--- src/rtl/cla_pipe_adder_if.sv ---
// Operand/result handshake bundle for the pipelined CLA adder/subtractor.
// The slave side is the adder; the master side is whoever feeds it and drains it.
interface cla_pipe_adder_if #(
   parameter int WIDTH = 16
);
   logic             in_valid;
   logic             in_ready;
   logic [WIDTH-1:0] in_a;
   logic [WIDTH-1:0] in_b;
   logic             in_cin;
   logic             in_sub;
   logic             out_valid;
   logic             out_ready;
   logic [WIDTH-1:0] out_sum;
   logic             out_cout;
   logic             out_ovf;
   logic             out_zero;

   modport slave (
      input  in_valid, in_a, in_b, in_cin, in_sub, out_ready,
      output in_ready, out_valid, out_sum, out_cout, out_ovf, out_zero
   );

   modport master (
      output in_valid, in_a, in_b, in_cin, in_sub, out_ready,
      input  in_ready, out_valid, out_sum, out_cout, out_ovf, out_zero
   );
endinterface

--- src/rtl/cla_pipe_adder.sv ---
// Pipelined carry-lookahead adder/subtractor: one BLOCK-bit CLA group per stage,
// group carry and the untouched operand bits registered into the next stage.
module cla_pipe_adder #(
   parameter int WIDTH = 16,
   parameter int BLOCK = 4
) (
   input  logic              clk,
   input  logic              rst_n,
   cla_pipe_adder_if.slave   io
);
   localparam int NSTG = WIDTH / BLOCK;

   // Flattened lookahead: every carry is a sum of generate/propagate products.
   function automatic logic [BLOCK:0] cla_carries(input logic [BLOCK-1:0] g,
                                                  input logic [BLOCK-1:0] p,
                                                  input logic             c0);
      logic [BLOCK:0] c;
      logic           term;
      c    = '0;
      c[0] = c0;
      for (int i = 0; i < BLOCK; i++) begin
         for (int j = 0; j <= i + 1; j++) begin
            term = (j == 0) ? c0 : g[j-1];
            for (int m = j; m <= i; m++) term = term & p[m];
            c[i+1] = c[i+1] | term;
         end
      end
      return c;
   endfunction

   logic             stall;
   logic             accept;
   logic [WIDTH-1:0] b_mux;
   logic             c_mux;

   logic             vld_q [NSTG];
   logic             vld_d [NSTG];
   logic [WIDTH-1:0] a_q   [NSTG];
   logic [WIDTH-1:0] a_d   [NSTG];
   logic [WIDTH-1:0] b_q   [NSTG];
   logic [WIDTH-1:0] b_d   [NSTG];
   logic [WIDTH-1:0] sum_q [NSTG];
   logic [WIDTH-1:0] sum_d [NSTG];
   logic             cry_q [NSTG];
   logic             cry_d [NSTG];
   logic             ovf_q, ovf_d;
   logic             zero_q, zero_d;

   assign stall       = vld_q[NSTG-1] & ~io.out_ready;
   assign io.in_ready = ~stall;
   assign accept      = io.in_valid & ~stall;
   assign b_mux       = io.in_sub ? ~io.in_b : io.in_b;
   assign c_mux       = io.in_sub | io.in_cin;

   for (genvar k = 0; k < NSTG; k++) begin : g_stg
      localparam int LO = k * BLOCK;
      logic [WIDTH-1:0] src_a, src_b, src_sum;
      logic             src_c, src_v;
      logic [BLOCK-1:0] g, p;
      logic [BLOCK:0]   c;

      if (k == 0) begin : g_first
         assign src_a   = io.in_a;
         assign src_b   = b_mux;
         assign src_c   = c_mux;
         assign src_v   = accept;
         assign src_sum = '0;
      end else begin : g_next
         assign src_a   = a_q[k-1];
         assign src_b   = b_q[k-1];
         assign src_c   = cry_q[k-1];
         assign src_v   = vld_q[k-1];
         assign src_sum = sum_q[k-1];
      end

      assign g = src_a[LO +: BLOCK] & src_b[LO +: BLOCK];
      assign p = src_a[LO +: BLOCK] ^ src_b[LO +: BLOCK];
      assign c = cla_carries(g, p, src_c);

      // Bits at and above LO are still zero in the accumulated sum.
      assign sum_d[k] = src_sum | (WIDTH'(p ^ c[BLOCK-1:0]) << LO);
      assign cry_d[k] = c[BLOCK];
      assign vld_d[k] = src_v;
      assign a_d[k]   = src_a;
      assign b_d[k]   = src_b;

      if (k == NSTG - 1) begin : g_last
         assign ovf_d  = c[BLOCK-1] ^ c[BLOCK];
         assign zero_d = (sum_d[k] == '0);
      end
   end

   always_ff @(posedge clk) begin
      if (!rst_n) begin
         for (int k = 0; k < NSTG; k++) vld_q[k] <= 1'b0;
         sum_q[NSTG-1] <= '0;
         cry_q[NSTG-1] <= 1'b0;
         ovf_q         <= 1'b0;
         zero_q        <= 1'b1;
      end else if (!stall) begin
         for (int k = 0; k < NSTG; k++) begin
            vld_q[k] <= vld_d[k];
            a_q[k]   <= a_d[k];
            b_q[k]   <= b_d[k];
            sum_q[k] <= sum_d[k];
            cry_q[k] <= cry_d[k];
         end
         ovf_q  <= ovf_d;
         zero_q <= zero_d;
      end
   end

   assign io.out_valid = vld_q[NSTG-1];
   assign io.out_sum   = sum_q[NSTG-1];
   assign io.out_cout  = cry_q[NSTG-1];
   assign io.out_ovf   = ovf_q;
   assign io.out_zero  = zero_q;
endmodule
--- src/flat_wrapper.sv ---
// flat-port wrapper written by rule: the top's interface ports become plain ports
module cla_pipe_adder_flat 
#(
   parameter int WIDTH = 16,
   parameter int BLOCK = 4
)
  (clk, rst_n, io_in_valid, io_in_a, io_in_b, io_in_cin, io_in_sub, io_out_ready, io_in_ready, io_out_valid, io_out_sum, io_out_cout, io_out_ovf, io_out_zero);
  cla_pipe_adder_if #(.WIDTH(WIDTH)) io_i ();
  input  logic clk;
  input  logic rst_n;
  input wire logic [$bits(io_i.in_valid)-1:0] io_in_valid;
  input wire logic [$bits(io_i.in_a)-1:0] io_in_a;
  input wire logic [$bits(io_i.in_b)-1:0] io_in_b;
  input wire logic [$bits(io_i.in_cin)-1:0] io_in_cin;
  input wire logic [$bits(io_i.in_sub)-1:0] io_in_sub;
  input wire logic [$bits(io_i.out_ready)-1:0] io_out_ready;
  output wire logic [$bits(io_i.in_ready)-1:0] io_in_ready;
  output wire logic [$bits(io_i.out_valid)-1:0] io_out_valid;
  output wire logic [$bits(io_i.out_sum)-1:0] io_out_sum;
  output wire logic [$bits(io_i.out_cout)-1:0] io_out_cout;
  output wire logic [$bits(io_i.out_ovf)-1:0] io_out_ovf;
  output wire logic [$bits(io_i.out_zero)-1:0] io_out_zero;
  assign io_i.in_valid = io_in_valid;
  assign io_i.in_a = io_in_a;
  assign io_i.in_b = io_in_b;
  assign io_i.in_cin = io_in_cin;
  assign io_i.in_sub = io_in_sub;
  assign io_i.out_ready = io_out_ready;
  assign io_in_ready = io_i.in_ready;
  assign io_out_valid = io_i.out_valid;
  assign io_out_sum = io_i.out_sum;
  assign io_out_cout = io_i.out_cout;
  assign io_out_ovf = io_i.out_ovf;
  assign io_out_zero = io_i.out_zero;
  cla_pipe_adder #(.WIDTH(WIDTH), .BLOCK(BLOCK)) u_core (.clk(clk), .rst_n(rst_n), .io(io_i));
endmodule
--- config.mk ---
export PLATFORM = sky130hd
export DESIGN_NAME = cla_pipe_adder_flat
export DESIGN_NICKNAME = d
export VERILOG_FILES = /design/src/rtl/cla_pipe_adder_if.sv /design/src/rtl/cla_pipe_adder.sv /design/src/flat_wrapper.sv
export SDC_FILE = /design/constraint.sdc
export NUM_CORES = 1
export LEC_CHECK = 0
export BUFFER_PORTS_ARGS = -buffer_cell sky130_fd_sc_hd__buf_2
export CAP_MARGIN = 30
export CORE_MARGIN = 3
export CORE_UTILIZATION = 25
export DETAILED_ROUTE_END_ITERATION = 8
export GPL_TIMING_DRIVEN = 1
export HOLD_SLACK_MARGIN = 0.08
export PLACE_DENSITY = 0.48
export SKIP_CTS_REPAIR_TIMING = 1
export SLEW_MARGIN = 20
export SYNTH_ARGS = -nofsm -noshare
export SYNTH_HDL_FRONTEND = slang
export SYNTH_SLANG_ARGS = --single-unit
--- constraint.sdc ---
create_clock -name clk -period 4.3 [get_ports clk]
set_input_delay 0.215 -clock clk [delete_from_list [all_inputs] [get_ports clk]]
set_output_delay 0.215 -clock clk [all_outputs]
set_load 0.01 [all_outputs]
==> summary.md <==
| Metric | Value |
|---|---|
| Final period util | 0.581 |
| CP Capture Type | flip-flop |
| Peak VDD IR | 0.203 mV |
| Die W | 131 µm |
| Vias in the first global route | 2018 |
| CTS Buf Count | 9 |
| CTS H-tree depth | 3 |
| Initial Util | 0.256 |
| Synth Cell Area | 0.00390 mm² |
| First-pass GRT wire length | 9830 µm |
| Post-route minimum period | 2.50 ns |
| Routability cong. | 0.716 |
| TritonRoute pass-1 iters | 4 |
| Class of the most critical hold timing path | in -> reg |
| Clock slew at reported path FFs | 0.07 ns |
| Initial antenna violation count | 0 |
| Yosys cell types | 29 |
| CP Data Arrival Time | 2.51 ns |
| P_leak | 1.95 nW |
| Clock sinks | 98 |
| RSZ-0062 raised after global routing | false |
| Setup Skew | 0.00759 ns |
| Core Region | 0.0153 mm² |
| CTS tree | done |
| Status | completed |
| Synth async-reset ratio | 0 |
| Syn Inst Count | 222 |
| Worst Path Max Fanout | 41 |
| Sequential element share of the synthesized area | 0.749 |
| Final setup margin | 1.80 ns |
| Number of remaining DRC errors | 0 |
| YS warnings | 0 |
| FMAX | 0.400 GHz |
| Core Rows | 45 |
| Post-synth EDFFs | 96 |
| Final non-filler cell total | 515 |
| Startpoint class of the critical path | flip-flop |
| Final nets | 361 |
| Placed cell count | 487 |
| GRT Total Usage | 0.0761 |
| Fill count | 1514 |
| Layout cells sized above 1 | 0.263 |
| Maxcap violations | 0 |
| # diodes | 0 |
| DRT iter0 DRCs | 156 |
| Slew headroom | 0.442 |
| Post-Syn Nets | 284 |
| Clk root buf | clkbuf_16 |
| Power Density | 467 mW/mm² |
| Via-to-Cell Ratio | 3.73 |
| Slew Viols, Final | 0 |
| Final hold violations | 0 |
| # setup viols final | 0 |
| FF+latch count, synth | 98 |
| Largest net degree at the start of global routing | 42 |
| DR WL/cell | 11.7 µm |
| DP Worst Slack | 1.80 ns |
| Area grow syn2layout | 25.8% |
| Die H | 131 µm |
| Max Buffers Root-to-Sink | 2 |
| Vias | 1922 |
| Detailed Place HPWL | 4270 µm |
| Routed Antenna Nets | 0 |
| CP Class | reg -> reg |
| Syn avg cell area | 17.6 µm² |
| Critical Path RT | 4.31 ns |
| Final WL | 6010 µm |
| Die area | 0.0171 mm² |
| Total congestion overflow | 0 |
| Final TNS setup | 0 ns |
| Worst Hold Slack | 0.178 ns |
| IO Pins | 59 |
| IO Port Bufs | 58 |
| Ys flop type | edfxtp_1 |
| Worst-Margin Slew | 0.835 ns |
| Clock Latency Late Sink | 0.34 ns |
-- synthesized netlist by cell type, types with 2 or more instances --
master	number	area share
fa_1	4	0.021
ha_1	20	0.064
inv_1	6	0.0058
dfxtp_1	2	0.010
a21oi_1	3	0.0038
o21ai_0	4	0.0051
o21a_1	7	0.013
clkbuf_1	4	0.0038
nand2_1	3	0.0029
xor2_1	19	0.043
and2_1	2	0.0032
buf_2	2	0.0026
xnor2_1	6	0.013
nor3_1	4	0.0051
nor2_1	10	0.0096
edfxtp_1	96	0.74
and3_1	16	0.026
nand2b_1	3	0.0048
-- metal layers --
layer,vias to the layer above,global-route usage,share of wire
met5,-,0,0
met3,13,0.0293,0.061
li1,983,-,-
met2,55,0.109,0.41
met4,0,0.0387,0.025
met1,871,0.0999,0.50
-- cell type report --
cell class	instances	area (µm²)	area share
Clock buffer	10	229	0.0466
Clock inverter	6	114	0.0232
Inverter	6	22.5	0.00459
Multi-Input combinational cell	112	932	0.190
Sequential cell	98	2920	0.595
Tap cell	211	264	0.0538
Timing Repair Buffer	72	425	0.0866
-- where the power goes --
part | switching, mW | internal (mW)
Clock | 0.332 | 0.572
Combinational | 0.106 | 0.0942
Sequential | 0.0316 | 1.16
Total | 0.470 | 1.82
-- sequential cells by signal, indices dropped and copies added (netlist names) --
| signal | cells |
|---|---|
| u_core.io.out_ovf | 1 |
| u_core.cry_q | 4 |
| u_core.b_q | 24 |
| u_core.io.out_zero | 1 |
| u_core.sum_q | 40 |
| u_core.a_q | 24 |
| u_core.vld_q | 4 |
-- cells in the final DEF (no fill, tap or decap), types with 4 or more instances in the layout --
cell	n
clkbuf_16	9
xnor2_1	6
nor2_1	10
nor3_1	4
edfxtp_1	96
xor2_1	19
ha_1	20
buf_2	58
and3_1	16
o21ai_0	4
fa_1	4
dlygate4sd3_1	12
o21a_1	7
inv_1	5
-- final timing paths --
| check | startpoint | slack [ns] | to | cells after the start |
|---|---|---|---|---|
| hold / removal | io_in_b[4] | 0.18 | u_core.b_q[0][4] | 2 |
| setup reg to reg | u_core.vld_q[0][3] | 1.80 | u_core.a_q[1][8] | 5 |
| hold reg to reg | u_core.b_q[0][14] | 0.42 | u_core.b_q[1][14] | 0 |
| setup / recovery | u_core.vld_q[0][3] | 1.80 | u_core.a_q[1][8] | 5 |
-- metrics by stage --
step,cell area [µm²],utilization,total power [mW]
floorplan,3900,-,1.33
global placement,4450,0.291,1.40
detailed placement,4450,0.291,1.41
CTS,4790,0.314,2.32
global route,4910,0.322,2.40
finish,4910,0.322,2.29
-- logic make-up (layout without fill, tap and decap cells) --
| group | count (synthesis) | count (layout) | share of synthesized area |
|---|---|---|---|
| simple gates | 45 | 45 | 0.0661 |
| fa+ha+maj | 24 | 24 | 0.0846 |
| flops | 98 | 98 | 0.749 |
| buf+inv | 12 | 94 | 0.0122 |
| xor+xnor | 25 | 25 | 0.0561 |
| compound gates | 17 | 17 | 0.0295 |
| mux | 1 | 1 | 0.00257 |
-- worst max-delay path: stages, from the launching register on --
cell      delay (ns)
edfxtp_1        0.37
nor2b_1         0.17
inv_1           0.37
nand2_1         0.18
inv_2           0.63
buf_4           0.42
Power figures use the tool's default switching activity.
